==> config.mk <==
export PLATFORM = sky130hd
export DESIGN_NAME = ucsbece154b_victim_wb_cache
export DESIGN_NICKNAME = d
export VERILOG_FILES = /design/src/rtl/ucsbece154b_victim_wb_cache.sv
export SDC_FILE = /design/constraint.sdc
export NUM_CORES = 2
export LEC_CHECK = 0
export BUFFER_PORTS_ARGS = -buffer_cell sky130_fd_sc_hd__buf_2
export CAP_MARGIN = 40
export CORE_MARGIN = 2
export CORE_UTILIZATION = 30
export CTS_BUF_LIST = sky130_fd_sc_hd__clkbuf_16
export CTS_CLUSTER_DIAMETER = 40
export DETAILED_ROUTE_END_ITERATION = 8
export PLACE_DENSITY = 0.43
export SYNTH_ARGS = -nofsm -noshare
export SYNTH_HDL_FRONTEND = slang
export SYNTH_SLANG_ARGS = --single-unit
export TNS_END_PERCENT = 10
==> constraint.sdc <==
create_clock -name clk_i -period 43.7 [get_ports clk_i]
set_input_delay 8.74 -clock clk_i [delete_from_list [all_inputs] [get_ports clk_i]]
set_output_delay 8.74 -clock clk_i [all_outputs]
set_load 0.03 [all_outputs]
==> src/rtl/ucsbece154b_victim_wb_cache.sv <==
// Fully associative, exclusive victim cache with write-back of dirty lines and true LRU.
// Optional hit/miss counters are enabled by defining VICTIM_WB_STATS_EN.
module ucsbece154b_victim_wb_cache #(
  parameter int ADDR_WIDTH = 56,
  parameter int LINE_WIDTH = 128,
  parameter int NR_ENTRIES = 4
) (
  input  logic                  clk_i,
  input  logic                  rst_i,
`ifdef VICTIM_WB_STATS_EN
  output logic [31:0]           hit_cnt_o,
  output logic [31:0]           miss_cnt_o,
`endif
  input  logic                  flush_i,
  output logic                  flush_done_o,
  input  logic                  lk_valid_i,
  output logic                  lk_ready_o,
  input  logic [ADDR_WIDTH-1:0] lk_addr_i,
  output logic                  rsp_valid_o,
  output logic                  rsp_hit_o,
  output logic                  rsp_dirty_o,
  output logic [LINE_WIDTH-1:0] rsp_data_o,
  input  logic                  ins_valid_i,
  output logic                  ins_ready_o,
  input  logic [ADDR_WIDTH-1:0] ins_addr_i,
  input  logic [LINE_WIDTH-1:0] ins_data_i,
  input  logic                  ins_dirty_i,
  output logic                  ev_valid_o,
  input  logic                  ev_ready_i,
  output logic [ADDR_WIDTH-1:0] ev_addr_o,
  output logic [LINE_WIDTH-1:0] ev_data_o
);
  localparam int OFFSET_WIDTH = $clog2(LINE_WIDTH / 8);
  localparam int TAG_SIZE     = ADDR_WIDTH - OFFSET_WIDTH;
  localparam int IDX_W        = (NR_ENTRIES > 1) ? $clog2(NR_ENTRIES) : 1;

  typedef enum logic [1:0] {IDLE, EVICT, FLUSH} state_t;
  state_t state, state_next;

  logic [NR_ENTRIES-1:0] valid, dirty, lk_match, ins_match, fl_mask;
  logic [TAG_SIZE-1:0]   tags [NR_ENTRIES];
  logic [LINE_WIDTH-1:0] data [NR_ENTRIES];
  // age 0 is LRU, NR_ENTRIES-1 is MRU; ages always form a permutation
  logic [IDX_W-1:0]      age  [NR_ENTRIES];

  logic [TAG_SIZE-1:0]   lk_tag, ins_tag;
  logic [IDX_W-1:0]      lk_idx, ins_idx, free_idx, lru_idx, fl_idx, tgt;
  logic                  lk_hit, ins_hit, has_free, any_dirty, victim_dirty;
  logic                  lk_fire, ins_fire, ev_fire;
  logic [ADDR_WIDTH-1:0] ev_addr_reg;
  logic [LINE_WIDTH-1:0] ev_data_reg;
  logic                  unused_addr_bits;

  assign lk_tag  = lk_addr_i[ADDR_WIDTH-1:OFFSET_WIDTH];
  assign ins_tag = ins_addr_i[ADDR_WIDTH-1:OFFSET_WIDTH];
  assign unused_addr_bits = ^{lk_addr_i, ins_addr_i};

  generate
    for (genvar gi = 0; gi < NR_ENTRIES; gi++) begin : g_match
      assign lk_match[gi]  = valid[gi] && (tags[gi] == lk_tag);
      assign ins_match[gi] = valid[gi] && (tags[gi] == ins_tag);
    end
  endgenerate

  // Descending scan leaves the lowest qualifying index in each selector
  always_comb begin
    lk_idx   = '0;
    ins_idx  = '0;
    free_idx = '0;
    lru_idx  = '0;
    fl_idx   = '0;
    for (int i = NR_ENTRIES - 1; i >= 0; i--) begin
      if (lk_match[i])    lk_idx   = IDX_W'(i);
      if (ins_match[i])   ins_idx  = IDX_W'(i);
      if (!valid[i])      free_idx = IDX_W'(i);
      if (dirty[i])       fl_idx   = IDX_W'(i);
      if (age[i] == '0)   lru_idx  = IDX_W'(i);
    end
  end

  assign lk_hit       = |lk_match;
  assign ins_hit      = |ins_match;
  assign has_free     = ~&valid;
  assign any_dirty    = |dirty;
  assign tgt          = ins_hit ? ins_idx : (has_free ? free_idx : lru_idx);
  assign victim_dirty = !ins_hit && !has_free && dirty[lru_idx];
  assign lk_fire      = lk_valid_i && lk_ready_o;
  assign ins_fire     = ins_valid_i && ins_ready_o;
  assign ev_fire      = ev_valid_o && ev_ready_i;
  assign fl_mask      = ev_fire ? (NR_ENTRIES'(1) << fl_idx) : '0;

  always_comb begin
    state_next   = state;
    lk_ready_o   = 1'b0;
    ins_ready_o  = 1'b0;
    ev_valid_o   = 1'b0;
    ev_addr_o    = '0;
    ev_data_o    = '0;
    flush_done_o = 1'b0;
    case (state)
      IDLE: begin
        lk_ready_o  = !rst_i && !flush_i;
        ins_ready_o = !rst_i && !flush_i && !lk_valid_i;
        if (flush_i)                        state_next = FLUSH;
        else if (ins_fire && victim_dirty)  state_next = EVICT;
      end
      EVICT: begin
        ev_valid_o = 1'b1;
        ev_addr_o  = ev_addr_reg;
        ev_data_o  = ev_data_reg;
        if (ev_ready_i) state_next = IDLE;
      end
      FLUSH: begin
        ev_valid_o   = any_dirty;
        ev_addr_o    = any_dirty ? ADDR_WIDTH'(tags[fl_idx]) << OFFSET_WIDTH : '0;
        ev_data_o    = any_dirty ? data[fl_idx] : '0;
        flush_done_o = !any_dirty;
        if (!any_dirty) state_next = IDLE;
      end
      default: state_next = IDLE;
    endcase
  end

  always_ff @(posedge clk_i or posedge rst_i) begin
    if (rst_i) begin
      state       <= IDLE;
      valid       <= '0;
      dirty       <= '0;
      rsp_valid_o <= 1'b0;
      rsp_hit_o   <= 1'b0;
      rsp_dirty_o <= 1'b0;
      rsp_data_o  <= '0;
      ev_addr_reg <= '0;
      ev_data_reg <= '0;
      for (int i = 0; i < NR_ENTRIES; i++) begin
        tags[i] <= '0;
        data[i] <= '0;
        age[i]  <= IDX_W'(i);
      end
    end else begin
      state       <= state_next;
      rsp_valid_o <= lk_fire;
      rsp_hit_o   <= lk_fire && lk_hit;
      rsp_dirty_o <= lk_fire && lk_hit && dirty[lk_idx];
      rsp_data_o  <= (lk_fire && lk_hit) ? data[lk_idx] : '0;

      // Exclusive: a hit line leaves the cache and becomes the LRU slot
      if (lk_fire && lk_hit) begin
        valid[lk_idx] <= 1'b0;
        dirty[lk_idx] <= 1'b0;
        for (int i = 0; i < NR_ENTRIES; i++) begin
          if (IDX_W'(i) == lk_idx)        age[i] <= '0;
          else if (age[i] < age[lk_idx])  age[i] <= age[i] + 1'b1;
        end
      end

      if (ins_fire) begin
        if (victim_dirty) begin
          ev_addr_reg <= ADDR_WIDTH'(tags[tgt]) << OFFSET_WIDTH;
          ev_data_reg <= data[tgt];
        end
        valid[tgt] <= 1'b1;
        dirty[tgt] <= ins_dirty_i || (ins_hit && dirty[tgt]);
        tags[tgt]  <= ins_tag;
        data[tgt]  <= ins_data_i;
        for (int i = 0; i < NR_ENTRIES; i++) begin
          if (IDX_W'(i) == tgt)        age[i] <= IDX_W'(NR_ENTRIES - 1);
          else if (age[i] > age[tgt])  age[i] <= age[i] - 1'b1;
        end
      end

      // Clean lines drop immediately; dirty ones drop as they are written back
      if (state == FLUSH) begin
        valid <= valid & dirty & ~fl_mask;
        dirty <= dirty & ~fl_mask;
        if (!any_dirty) begin
          for (int i = 0; i < NR_ENTRIES; i++) age[i] <= IDX_W'(i);
        end
      end
    end
  end

`ifdef VICTIM_WB_STATS_EN
  always_ff @(posedge clk_i or posedge rst_i) begin
    if (rst_i) begin
      hit_cnt_o  <= '0;
      miss_cnt_o <= '0;
    end else if (lk_fire) begin
      if (lk_hit && hit_cnt_o != '1)    hit_cnt_o  <= hit_cnt_o + 32'd1;
      if (!lk_hit && miss_cnt_o != '1)  miss_cnt_o <= miss_cnt_o + 32'd1;
    end
  end
`endif

endmodule

After elaboration in Yosys (flattened, before gate mapping):

Cells that the tools add are included.

* bits in registers: 1049
* output and inout bits: 319
* input port bits: 247
* word-level logic and storage cells: 219

* equality and inequality tests: 19
* order comparisons: 17
* mux-type cells: 101
* reduce and logical (&&, ||, !) cells: 41
* shift-type cells: 1
* add/subtract/negate cells: 8
* bitwise operators: 11

Operators with widths (number)
* 2-to-1 mux 128 bit: 9
* binary-select mux 128 bit (select 2 bit): 3
* bitwise mux 512 bit: 1
* == test 52 bit: 8
* 2-to-1 mux 52 bit: 5
* demux 128 bit (select 2 bit): 1
* one-hot mux 128 bit (2 select lines): 1
* binary-select mux 52 bit (select 2 bit): 2
* bitwise mux 208 bit: 1
* one-hot mux 56 bit (2 select lines): 1
* demux 52 bit (select 2 bit): 1
* 2-to-1 mux 2 bit: 46
* 2-to-1 mux 56 bit: 1
* 2-to-1 mux 8 bit: 4
* 2-to-1 mux 4 bit: 7
* logical AND 1 bit: 22
* AND 4 bit: 5
* logical NOT 2 bit: 7
* OR reduction 4 bit: 3
* >= comparator 3 bit (second input constant): 3
* less-than comparator 2 x 3 -> 1 bit (second input constant): 3
* inverter 2 -> 3 bit: 3
* adder 2 x 1 -> 2 bit (second input constant): 4
* binary-select mux 2 bit (select 2 bit): 2
* other kinds (25): 55

Depth between registers and ports, before layout:

* word-level depth: 19
* mapped depth: 21
* gate-level depth less buffers: 18

Least setup slack after synthesis:

OpenSTA, ideal clock, no wires.

* kind: in2out
* from: input port flush_i
* to: output port ins_ready_o
* path buffers: 0
* arrival: 9.601 ns
* data required time: 34.960 ns
* cell stages on the path: 2
* path slack: 25.359 ns
* cell sequence: nand2b_1 > nor3_1

* word-level cells in the longest chain between the ends: 4

RTL lines
* from (decl): RTL line 14 `input logic flush_i,`
* logical NOT 1 bit: RTL line 103 `ins_ready_o = !rst_i && !flush_i && !lk_valid_i;`
* logical AND 1 bit (2 in series): RTL line 103
* 2-to-1 mux 1 bit: RTL line 100 `case (state)`
* to (decl): RTL line 24 `output logic ins_ready_o,`

Every way passes these cells.

Final worst setup path:

Ends and elaborated chain as after synthesis.

==> out/qor.tcl <==
set qor(worstPathMaxFanout) 3
set qor(timing.slew.headroom) 0.08656
set qor(power_per_cell_area_nw_per_um2) 59.30
set qor(max_cap_violations) 0
set qor(worstReg2RegStart) {tags[174]}
set qor(clkTransAtPathRegs_ns) 0.05
set qor(cts_root_buf) {clkbuf_16}
set qor(synth-edff-count) 0
set qor(antenna_found_initial) 58
set qor(design.die.area_um2) 199100
set qor(placed_cells) 8759
set qor(h-tree-depth) 4
set qor(floorplan.rows) 162
set qor(setup.worst_path.end) {ins_ready_o}
set qor(reg_top3) {data x512, tags x208}
set qor(worst-r2r-setup-slack_ns) 37.43
set qor(total_leakage_power_uw) 0.03429
set qor(yosysMostFrequentCell) {dfrtp_1}
set qor(buffer_ports.inserted) 553
set qor(cts-hold-fix-buffers) 0
set qor(number_of_flip_flops_in_the_largest_register) 512
set qor(clock_tree_from_tritoncts) {yes}
set qor(layout-drive-gt1-share) 0.2326
set qor(predominant_post_synthesis_flop_cell) {dfrtp_1}
set qor(wl_mm) 268.0
set qor(synth_top_area_share) 0.4457
set qor(route.detailed.drc) 0
set qor(endpoint_kind) {output port}
set qor(grtUsageTotal) 0.2621
set qor(regMostFlops) {data}
set qor(hold_viol_final) 0
set qor(power_frac_clock) 0.402
set qor(crit_path_top_delay_cell) {buf_2}
set qor(synth-seq-cells) 1049
set qor(finalNonFillerCells) 9210
set qor(detailroute.via_count) 51181
set qor(number_of_iterations_in_the_first_detailed_routing_pass) 9
set qor(finalWeightedCongestion) 0.9794
set qor(setup_tns_ns) 0
set qor(first_global_vias) 50542
set qor(power_switching_share) 0.3634
set qor(post_cts.repair.setup_buffers) 0
set qor(netlist_area_um2) 58680
set qor(max_slew.worst_pin.slew_ns) 1.370
set qor(clock-skew-final_ns) 0.04979
set qor(power_report.internal_total_uw) 2710
set qor(critical_path.startpoint_type) {input port}
set qor(routedWlPerCell_um) 29.10
set qor(cp_data_arrival_time_ns) 9.45
set qor(globalRoute.totalOverflow) 0
set qor(synthTopCellsByArea) {dfrtp_1 (45%), mux2_2 (9.2%), nand2_1 (5.8%)}
set qor(grt_first_pass_wirelength_mm) 380.9
set qor(design.core.area_um2) 194600
set qor(rsz0062_at_grt) {no}
set qor(postRouteAntennaNets) 0
set qor(timing.hold.worst.class) {flip-flop to flip-flop}
set qor(finalCriticalPeriod_ns) 18.19
set qor(power.share.sequential) 0.324
set qor(initial_core_util) 0.3015
set qor(synth_async_sr_flop_share) 1.000
set qor(yosys-top-cells-count) {dfrtp_1 (1045), nand2_1 (909), mux2_2 (478), a21oi_1 (455), clkbuf_1 (357)}
set qor(critical_path.most_common_cell) {buf_2}
set qor(die_height_um) 446.3
set qor(io_pins) 566
set qor(final_nets) 6708
set qor(critical_path_class) {input port to output port}
set qor(dieWidth_um) 446.3
set qor(final_max_slew_viol_count) 0
set qor(power_frac_comb) 0.274
set qor(layout.filler_cells) 19614
set qor(detailed_placer_s_ending_hpwl_mm) 168.9
set qor(pin_count_of_the_biggest_net_entering_global_routing) 162
set qor(clk-insertion-delay-late_ns) 0.87
set qor(report.final.setup_viol) 0
set qor(cp_cell_sequence) {buf_2, nand2b_1, nor3_1, buf_2}
set qor(via_per_inst) 5.557
set qor(crit_path_start) {flush_i}
set qor(clock_sink_count) 1049
set qor(worstPathRequired_ns) 34.96
set qor(max_clock_freq_mhz) 54.97
set qor(synthDistinctLibCells) 75
set qor(flow.area_growth_from_synthesis_pct) 22.31
set qor(critPathMaxStageDelay_ns) 0.24
set qor(reg2reg_depth) 11
set qor(ctsResizeCount) 0
set qor(syn-instance-count) 6084
set qor(net-switching-power_uw) 1547
set qor(postSynthAreaPerCell_um2) 9.645
set qor(worst_r2r_endpoint) {rsp_data_o[1]}
set qor(cts.path.max_buffers) 3
set qor(synth_warnings) 0
set qor(power.ir.vdd_worst_mv) 0.07034
set qor(drt_iter0_markers) 4867
set qor(yosysTopAreaCell) {dfrtp_1}
set qor(yosysSeqAreaShare) 0.4474
set qor(run_status) {completed}
set qor(cts_inserted_buffers) 227
set qor(share_of_the_clock_period_used_by_the_worst_path_after_layout) 0.4163
per-layer routing:
layer  track usage  vias to the layer above  share of wire
met1        0.3389                    25912           0.41
met5             0                        -        0.00066
met4        0.1294                       26          0.050
met3       0.04662                      588          0.068
met2        0.4212                     2343           0.47
li1              -                    22312              -
cells in the final DEF (no fill, tap or decap), types with 44 or more instances in the layout:
| cell | n |
|---|---|
| inv_1 | 169 |
| a31oi_1 | 50 |
| clkinv_2 | 44 |
| and2_1 | 68 |
| nor2_1 | 163 |
| mux2_1 | 151 |
| mux2_2 | 478 |
| nand4_1 | 68 |
| xor2_1 | 93 |
| o221ai_1 | 139 |
| buf_2 | 554 |
| o21ai_0 | 267 |
| nor3_1 | 137 |
| clkinv_1 | 47 |
| a21oi_1 | 455 |
| clkbuf_16 | 228 |
| nor2b_1 | 192 |
| nand2_1 | 906 |
| nand3_1 | 76 |
| dfrtp_1 | 1045 |
| a222oi_1 | 53 |
| a211oi_1 | 88 |
| o22ai_1 | 150 |
| buf_4 | 74 |
| xnor2_1 | 260 |
| mux2i_1 | 322 |
how the worst min path moves through the flow:
stage	startpoint	end	slack, ns	cells past startpoint
after floorplan	ev_addr_reg[50]	ev_addr_reg[50]	0.48	1
after global placement	ev_data_reg[97]	ev_data_reg[97]	0.49	1
after detailed placement	ev_addr_reg[8]	ev_addr_reg[8]	0.50	1
after CTS	ev_addr_reg[25]	ev_addr_reg[25]	0.51	1
after global routing	ev_addr_reg[8]	ev_addr_reg[8]	0.51	1
final	ev_data_reg[107]	ev_data_reg[107]	0.50	1
power groups by stage:
| stage | Combinational (uW) | Clock [uW] | Sequential (uW) |
|---|---|---|---|
| finish | 1170 | 1710 | 1380 |
| global route | 1260 | 1790 | 1400 |
| CTS | 1170 | 1740 | 1370 |
| detailed placement | 1160 | 0 | 1380 |
| global placement | 1130 | 0 | 1380 |
| floorplan | 786 | 0 | 1300 |
cell families after synthesis:
family,after synthesis,synth area share
adders and majority gates,17,0.003540
xor gates and xnor gates,353,0.05269
other,1,0.00006391
buffers and inverters,692,0.04936
DFF,1049,0.4474
AOI/OAI and AO/OA,1272,0.1341
and+or+nand+nor,1749,0.1372
muxes,951,0.1756
final cells by class:
cell class	count	area, um^2	area share
Sequential cell	1049	26260	0.3658
Timing Repair Buffer	668	4300	0.05992
Clock inverter	196	1951	0.02718
Inverter	154	593.1	0.008264
Multi-Input combinational cell	4346	29720	0.4141
Antenna cell	27	67.56	0.0009414
Tap cell	2542	3181	0.04432
Clock buffer	228	5705	0.07950
critical path, delay by kind of cell:
| family | cells | cell delay, ns |
|---|---|---|
| simple gates | 2 | 0.37 |
| buf+inv | 2 | 0.34 |
stage by stage:
stage                 util  cell area [um^2]  hold WS [ns]  power, uW  worst slack [ns]
floorplan                -             58690        0.4810       2081             5.441
global placement    0.3250             63250        0.4897       2509             25.51
detailed placement  0.3291             64050        0.4956       2545             25.51
CTS                 0.3685             71700        0.5062       4278             25.51
global route        0.3688             71760        0.5114       4454             25.39
finish              0.3688             71770        0.5034       4256             25.51
No activity file was read; power rests on OpenSTA's default activity.
